**src/rtl/patch_dispatcher.sv**
```systemverilog
// patch_dispatcher: hands patch start rows to a bank of reducers round-robin and collects their sums onto one result port.
// Optional PATCH_DISPATCHER_STATS_EN adds dispatch/collect counters and a stall pulse.
module patch_dispatcher #(
   parameter int N_ROW_SIZE = 1,
   parameter int FP_SIZE    = 1,
   parameter int N_REDUCER  = 4,
   localparam int PW        = $clog2(N_REDUCER),
   localparam int CW        = $clog2(N_REDUCER + 1)
) (
   input  logic                            dram_clk,
   input  logic                            reset_n,
   input  logic                            patch_valid,
   input  logic [N_ROW_SIZE-1:0]           patch_row,
   output logic                            patch_ack,
   input  logic [N_REDUCER-1:0]            red_available,
   output logic [N_REDUCER-1:0]            red_init,
   output logic [N_ROW_SIZE-1:0]           red_start_row,
   input  logic [N_REDUCER*N_ROW_SIZE-1:0] red_current_row,
   input  logic [N_REDUCER-1:0]            red_sum_rdy,
   input  logic [N_REDUCER*FP_SIZE-1:0]    red_sum,
   output logic [N_REDUCER-1:0]            red_sum_ack,
   output logic                            result_valid,
   output logic [N_ROW_SIZE-1:0]           result_row,
   output logic [FP_SIZE-1:0]              result_sum,
   input  logic                            result_ack,
`ifdef PATCH_DISPATCHER_STATS_EN
   output logic [31:0]                     stat_dispatched,
   output logic [31:0]                     stat_collected,
   output logic                            stat_stall,
`endif
   output logic [CW-1:0]                   n_in_flight
);

   localparam logic [N_REDUCER-1:0] ONE_HOT_LSB = N_REDUCER'(1);
   localparam logic [PW-1:0]        LAST_IDX    = PW'(N_REDUCER - 1);

   logic [N_REDUCER-1:0]  disp_elig;
   logic [N_REDUCER-1:0]  coll_elig;
   logic [PW-1:0]         disp_ptr;
   logic [PW-1:0]         coll_ptr;
   logic [PW-1:0]         disp_grant;
   logic [PW-1:0]         coll_grant;
   logic [PW-1:0]         disp_idx;
   logic [PW-1:0]         coll_idx;
   logic                  disp_any;
   logic                  coll_any;
   logic                  capture_ok;
   logic                  coll_fire;
   logic [N_ROW_SIZE-1:0] coll_row;
   logic [FP_SIZE-1:0]    coll_sum;
   logic [CW-1:0]         nif_next;

   // A reducer's available/sum_rdy only drops one cycle after it sees our pulse, so mask it meanwhile.
   assign disp_elig = red_available & ~red_init;
   assign coll_elig = red_sum_rdy & ~red_sum_ack;

   always_comb begin
      disp_any   = 1'b0;
      disp_grant = '0;
      disp_idx   = '0;
      for (int k = 0; k < N_REDUCER; k++) begin
         disp_idx = PW'((int'(disp_ptr) + k) % N_REDUCER);
         if (!disp_any && disp_elig[disp_idx]) begin
            disp_any   = 1'b1;
            disp_grant = disp_idx;
         end
      end
   end

   always_comb begin
      coll_any   = 1'b0;
      coll_grant = '0;
      coll_idx   = '0;
      for (int k = 0; k < N_REDUCER; k++) begin
         coll_idx = PW'((int'(coll_ptr) + k) % N_REDUCER);
         if (!coll_any && coll_elig[coll_idx]) begin
            coll_any   = 1'b1;
            coll_grant = coll_idx;
         end
      end
   end

   always_comb begin
      coll_row = '0;
      coll_sum = '0;
      for (int i = 0; i < N_REDUCER; i++) begin
         if (coll_grant == PW'(i)) begin
            coll_row = red_current_row[i*N_ROW_SIZE +: N_ROW_SIZE];
            coll_sum = red_sum[i*FP_SIZE +: FP_SIZE];
         end
      end
   end

   // Gated by reset so every output reads 0 the moment reset asserts.
   assign patch_ack  = reset_n && patch_valid && disp_any;
   assign capture_ok = !result_valid || result_ack;
   assign coll_fire  = capture_ok && coll_any;

   always_ff @(posedge dram_clk or negedge reset_n) begin
      if (!reset_n) begin
         red_init      <= '0;
         red_start_row <= '0;
         disp_ptr      <= '0;
      end else if (patch_ack) begin
         red_init      <= ONE_HOT_LSB << disp_grant;
         red_start_row <= patch_row;
         disp_ptr      <= (disp_grant == LAST_IDX) ? '0 : disp_grant + PW'(1);
      end else begin
         red_init      <= '0;
      end
   end

   always_ff @(posedge dram_clk or negedge reset_n) begin
      if (!reset_n) begin
         red_sum_ack  <= '0;
         result_valid <= 1'b0;
         result_row   <= '0;
         result_sum   <= '0;
         coll_ptr     <= '0;
      end else if (coll_fire) begin
         red_sum_ack  <= ONE_HOT_LSB << coll_grant;
         result_valid <= 1'b1;
         result_row   <= coll_row;
         result_sum   <= coll_sum;
         coll_ptr     <= (coll_grant == LAST_IDX) ? '0 : coll_grant + PW'(1);
      end else begin
         red_sum_ack  <= '0;
         if (result_ack) begin
            result_valid <= 1'b0;
         end
      end
   end

   always_comb begin
      nif_next = n_in_flight;
      if (patch_ack && !coll_fire && n_in_flight != CW'(N_REDUCER)) begin
         nif_next = n_in_flight + CW'(1);
      end else if (coll_fire && !patch_ack && n_in_flight != '0) begin
         nif_next = n_in_flight - CW'(1);
      end
   end

   always_ff @(posedge dram_clk or negedge reset_n) begin
      if (!reset_n) begin
         n_in_flight <= '0;
      end else begin
         n_in_flight <= nif_next;
      end
   end

`ifdef PATCH_DISPATCHER_STATS_EN
   assign stat_stall = reset_n && patch_valid && !patch_ack;

   always_ff @(posedge dram_clk or negedge reset_n) begin
      if (!reset_n) begin
         stat_dispatched <= '0;
         stat_collected  <= '0;
      end else begin
         if (patch_ack) begin
            stat_dispatched <= stat_dispatched + 32'd1;
         end
         if (coll_fire) begin
            stat_collected <= stat_collected + 32'd1;
         end
      end
   end
`endif

endmodule

```
**config.mk**
```make
export PLATFORM = sky130hd
export DESIGN_NAME = patch_dispatcher
export DESIGN_NICKNAME = d
export VERILOG_FILES = /design/src/rtl/patch_dispatcher.sv
export SDC_FILE = /design/constraint.sdc
export NUM_CORES = 1
export LEC_CHECK = 0
export CAP_MARGIN = 5
export CORE_ASPECT_RATIO = 1.2
export CORE_UTILIZATION = 43
export CTS_BUF_LIST = sky130_fd_sc_hd__clkbuf_8
export CTS_CLUSTER_DIAMETER = 30
export DETAILED_ROUTE_END_ITERATION = 8
export HOLD_SLACK_MARGIN = 0.15
export PLACE_DENSITY_LB_ADDON = 0.1
export SYNTH_ARGS = -nofsm -noshare
export SYNTH_HDL_FRONTEND = slang
export SYNTH_SLANG_ARGS = --single-unit
```
**constraint.sdc**
```tcl
create_clock -name dram_clk -period 2.3 [get_ports dram_clk]
set_input_delay 0.46 -clock dram_clk [delete_from_list [all_inputs] [get_ports dram_clk]]
set_output_delay 0.46 -clock dram_clk [all_outputs]
set_load 0.02 [all_outputs]
```
==> flow_summary.ini, run 1 <==
[status]
run_status = complete, no violations

[global_route]
antenna_found_initial = 0
grt_pass1_vias = 1059
grt.total_usage_pct = 20.4
grt_max_degree = 20
grt_pass1_wl_mm = 4.53
grt_overflow = 0

[floorplanning]
die_h_um = 60.0
pin_count = 37
die_x_um = 50.3
rows = 20
fp.coreArea_sq_um = 2600
dieArea_sq_um = 3020
initial_utilization_pct = 46.2

[setup_path]
path_depth = 8
r2r_cells = 9
rrSetupSlack_ns = 0.14
cp-end-kind = flop
crit_path_start = red_available[0]
crit_chain = clkdlybuf4s50_1 -> nand2b_1 -> a41oi_2 -> nand3_1 -> fa_2 -> nor3_2 -> a311oi_2 -> a211oi_2
crit_required_ns = 2.48
critPathBufInv = 1
critPathSlowestCell = clkdlybuf4s50_1
cpLargestDelayFamily = buffers and inverters
endpoint = n_in_flight[2]$_DFFE_PN0P_
slowest_delay_ns = 0.49
path_max_fanout = 5
worst_ep_arrival_time_ns = 2.35
worstSetupPathType = in2reg
cp-start-kind = input port
reg2reg_from = red_sum_ack[1]$_DFF_PN0_
r2r_end = n_in_flight[2]$_DFFE_PN0P_

[timing]
relSlewSlack_pct = 76.1
finClkSkew_ns = 0.00611
report.final.slew_viol_count = 0
tightest_slew_ns = 0.359
period_share_pct = 94.4
setup-violations-final = 0
finalWorstSetupSlack_ns = 0.129
rsz0062_at_grt = false
hold_viol_final = 0
fin_crit_ns = 2.17
fmax_ghz = 0.461

[power_and_ir_drop]
p_int_uw = 1270
p_clk_share_pct = 10.9
p_per_area_nw_per_um2 = 1070
seqPwrFrac_pct = 28.0
power.total_uw = 2110
p_comb_share_pct = 61.1
p_sw_share_pct = 39.8
leakagePower_uw = 0.000884
switchingPower_uw = 842
max-vdd-ir-drop_mv = 0.706

[placement]
hpwl_mm = 2.08
dp_slack_ns = -0.466
portBuffers = 36
routabilityCongestion = 0.850

[route]
route.vias.total = 1115
viasPerCell = 5.11
drt-total-wl_mm = 2.78
drc = 0
dr.pass1.iters = 4
first_iter_violations = 15
postRouteAntennaNets = 0
wire_per_inst_um = 12.7

[layout]
finalNetCount = 216
final_common_cell = clkdlybuf4s50_1
register_area_sq_um = 475
drive_gt1_share_pct = 30.8
mostFrequentLayoutCells = 31 x clkdlybuf4s50_1, 23 x buf_4, 19 x dfrtp_1
nFillCells = 196
area_growth_pct = 64.7
multi_input_area_sq_um = 841
antenna_cells = 0

[job]
cap_violations = 0

[yosys]
syn_area_per_cell_sq_um = 9.87
syn-cell-area_sq_um = 1200
ys_ff_latch = 19
syn_nets = 152
synth_warnings = 0
syn_inst = 122
synth_seq_area_share_pct = 39.5
synth_cell_type_count = 36

[worst_hold_path]
hold_path.class = reg2reg

[cts]
cts.sinks = 19
cts_htree_levels = 1
clkSlewWorstSetupHoldPaths_ns = 0.07
clock_latency_ns = 0.26
clockRootBuffer = clkbuf_8
tritoncts = built
cts_buffer_depth = 2
numCtsBuffers = 3
holdBufCountCts = 0
==> area by class of cell <==
cell class	instances	share of cell area [%]
Tap cell	33	2.08
Timing Repair Buffer	62	28.7
Multi-Input combinational cell	97	42.4
Inverter	3	0.568
Sequential cell	19	24.0
Clock inverter	1	0.189
Clock buffer	3	2.08
==> sequential cells by signal (all words and copies together) (netlist names) <==
signal / cells
red_init: 4
red_sum_ack: 4
n_in_flight: 3
coll_ptr: 2
disp_ptr: 2
red_start_row: 1
result_row: 1
result_sum: 1
result_valid: 1
==> how the worst min path moves through the flow <==
stage / end / start / cells after the start
floorplan: coll_ptr[0]$_DFFE_PN0P_ / reset_n / 0
global placement: result_row$_DFFE_PN0P_ / result_row$_DFFE_PN0P_ / 1
detailed placement: result_row$_DFFE_PN0P_ / result_row$_DFFE_PN0P_ / 1
CTS: result_row$_DFFE_PN0P_ / result_row$_DFFE_PN0P_ / 1
global route: result_row$_DFFE_PN0P_ / result_row$_DFFE_PN0P_ / 1
finish: result_row$_DFFE_PN0P_ / result_row$_DFFE_PN0P_ / 1
==> cell families (layout without fill, tap and decap cells) <==
| family | count (synthesis) | in the layout | synth area share, % |
|---|---|---|---|
| buffers and inverters | 6 | 69 | 2.70 |
| XOR/XNOR | 2 | 2 | 1.46 |
| AND/OR/NAND/NOR | 51 | 51 | 23.2 |
| flip-flops | 19 | 19 | 39.5 |
| adder cells (fa/ha/maj) | 9 | 9 | 9.98 |
| multiplexers | 4 | 4 | 3.53 |
| AO/OA/AOI/OAI | 31 | 31 | 19.6 |
==> per-layer routing <==
metal  part of all wire (%)  vias to the layer above  global-route usage [%]
li1                       -                      554                       -
met1                     40                      533                    21.8
met2                     56                       23                    39.2
met3                    2.9                        5                    3.05
met4                    1.6                        0                    9.13
met5                      0                        -                       0
==> Yosys cell counts <==
library cell   n  area [sq um]
nor2b_1        5          31.3
buf_2          2          10.0
a221oi_1       1          8.76
mux2_2         2          22.5
nor2_1         9          33.8
nor2b_4        1          13.8
a311oi_1       1          8.76
nand2b_1       9          56.3
o22ai_1        2          12.5
a41oi_1        1          8.76
o21ba_2        1          10.0
a211oi_1       1          7.51
buf_6          1          11.3
nor3_1         2          10.0
nor4b_1        1          8.76
nand3_1        1          5.00
nand3b_1       3          22.5
o41a_1         1          11.3
mux2i_1        2          20.0
fa_1           1          20.0
o211ai_1       3          22.5
o21ai_0        5          25.0
dfrtp_1       19           475
nor4_1         1          6.26
o22a_1         1          8.76
inv_1          3          11.3
a21boi_0       2          15.0
and2_1         8          50.1
o221ai_1       1          8.76
a21oi_1        6          30.0
xnor2_1        2          17.5
nand2_1       11          41.3
o21a_1         3          22.5
a21o_2         1          8.76
o41ai_4        1          27.5
ha_1           8           100
==> power groups by stage <==
stage	clock (uW)	combinational [uW]	sequential [uW]
2_1_floorplan	0	539	657
3_3_place_gp	0	1010	570
3_5_place_dp	0	1040	579
4_1_cts	233	1160	581
5_1_grt	244	1410	611
6_report	230	1290	592
==> through the flow <==
step	cell area, sq um	hold WS (ns)	util, %	setup TNS [ns]	instances
floorplan	1210	0.164	-	0	122
global placement	1730	0.476	66.6	-1.77	207
finish	1980	0.493	76.2	0	218
CTS	1850	0.502	71.2	-0.154	212
global route	1980	0.533	76.2	0	218
detailed placement	1730	0.487	66.6	-2.15	207
==> repair_timing <==
| item | 4_1_cts | 5_1_grt |
|---|---|---|
| gates resized for setup | 18 | 22 |
| pin swaps | 6 | 12 |
| endpoints found under the setup margin | 4 | 3 |
| buffers inserted | 1 | 6 |
| cloned | 0 | 0 |
No activity file was read; power rests on OpenSTA's default activity.
==> inputs of run 2 (changes only) <==
SLEW_MARGIN = 20   (was not set)
==> results of run 2 <==
Final layout, timing and power as in run 1 (identical DEF).
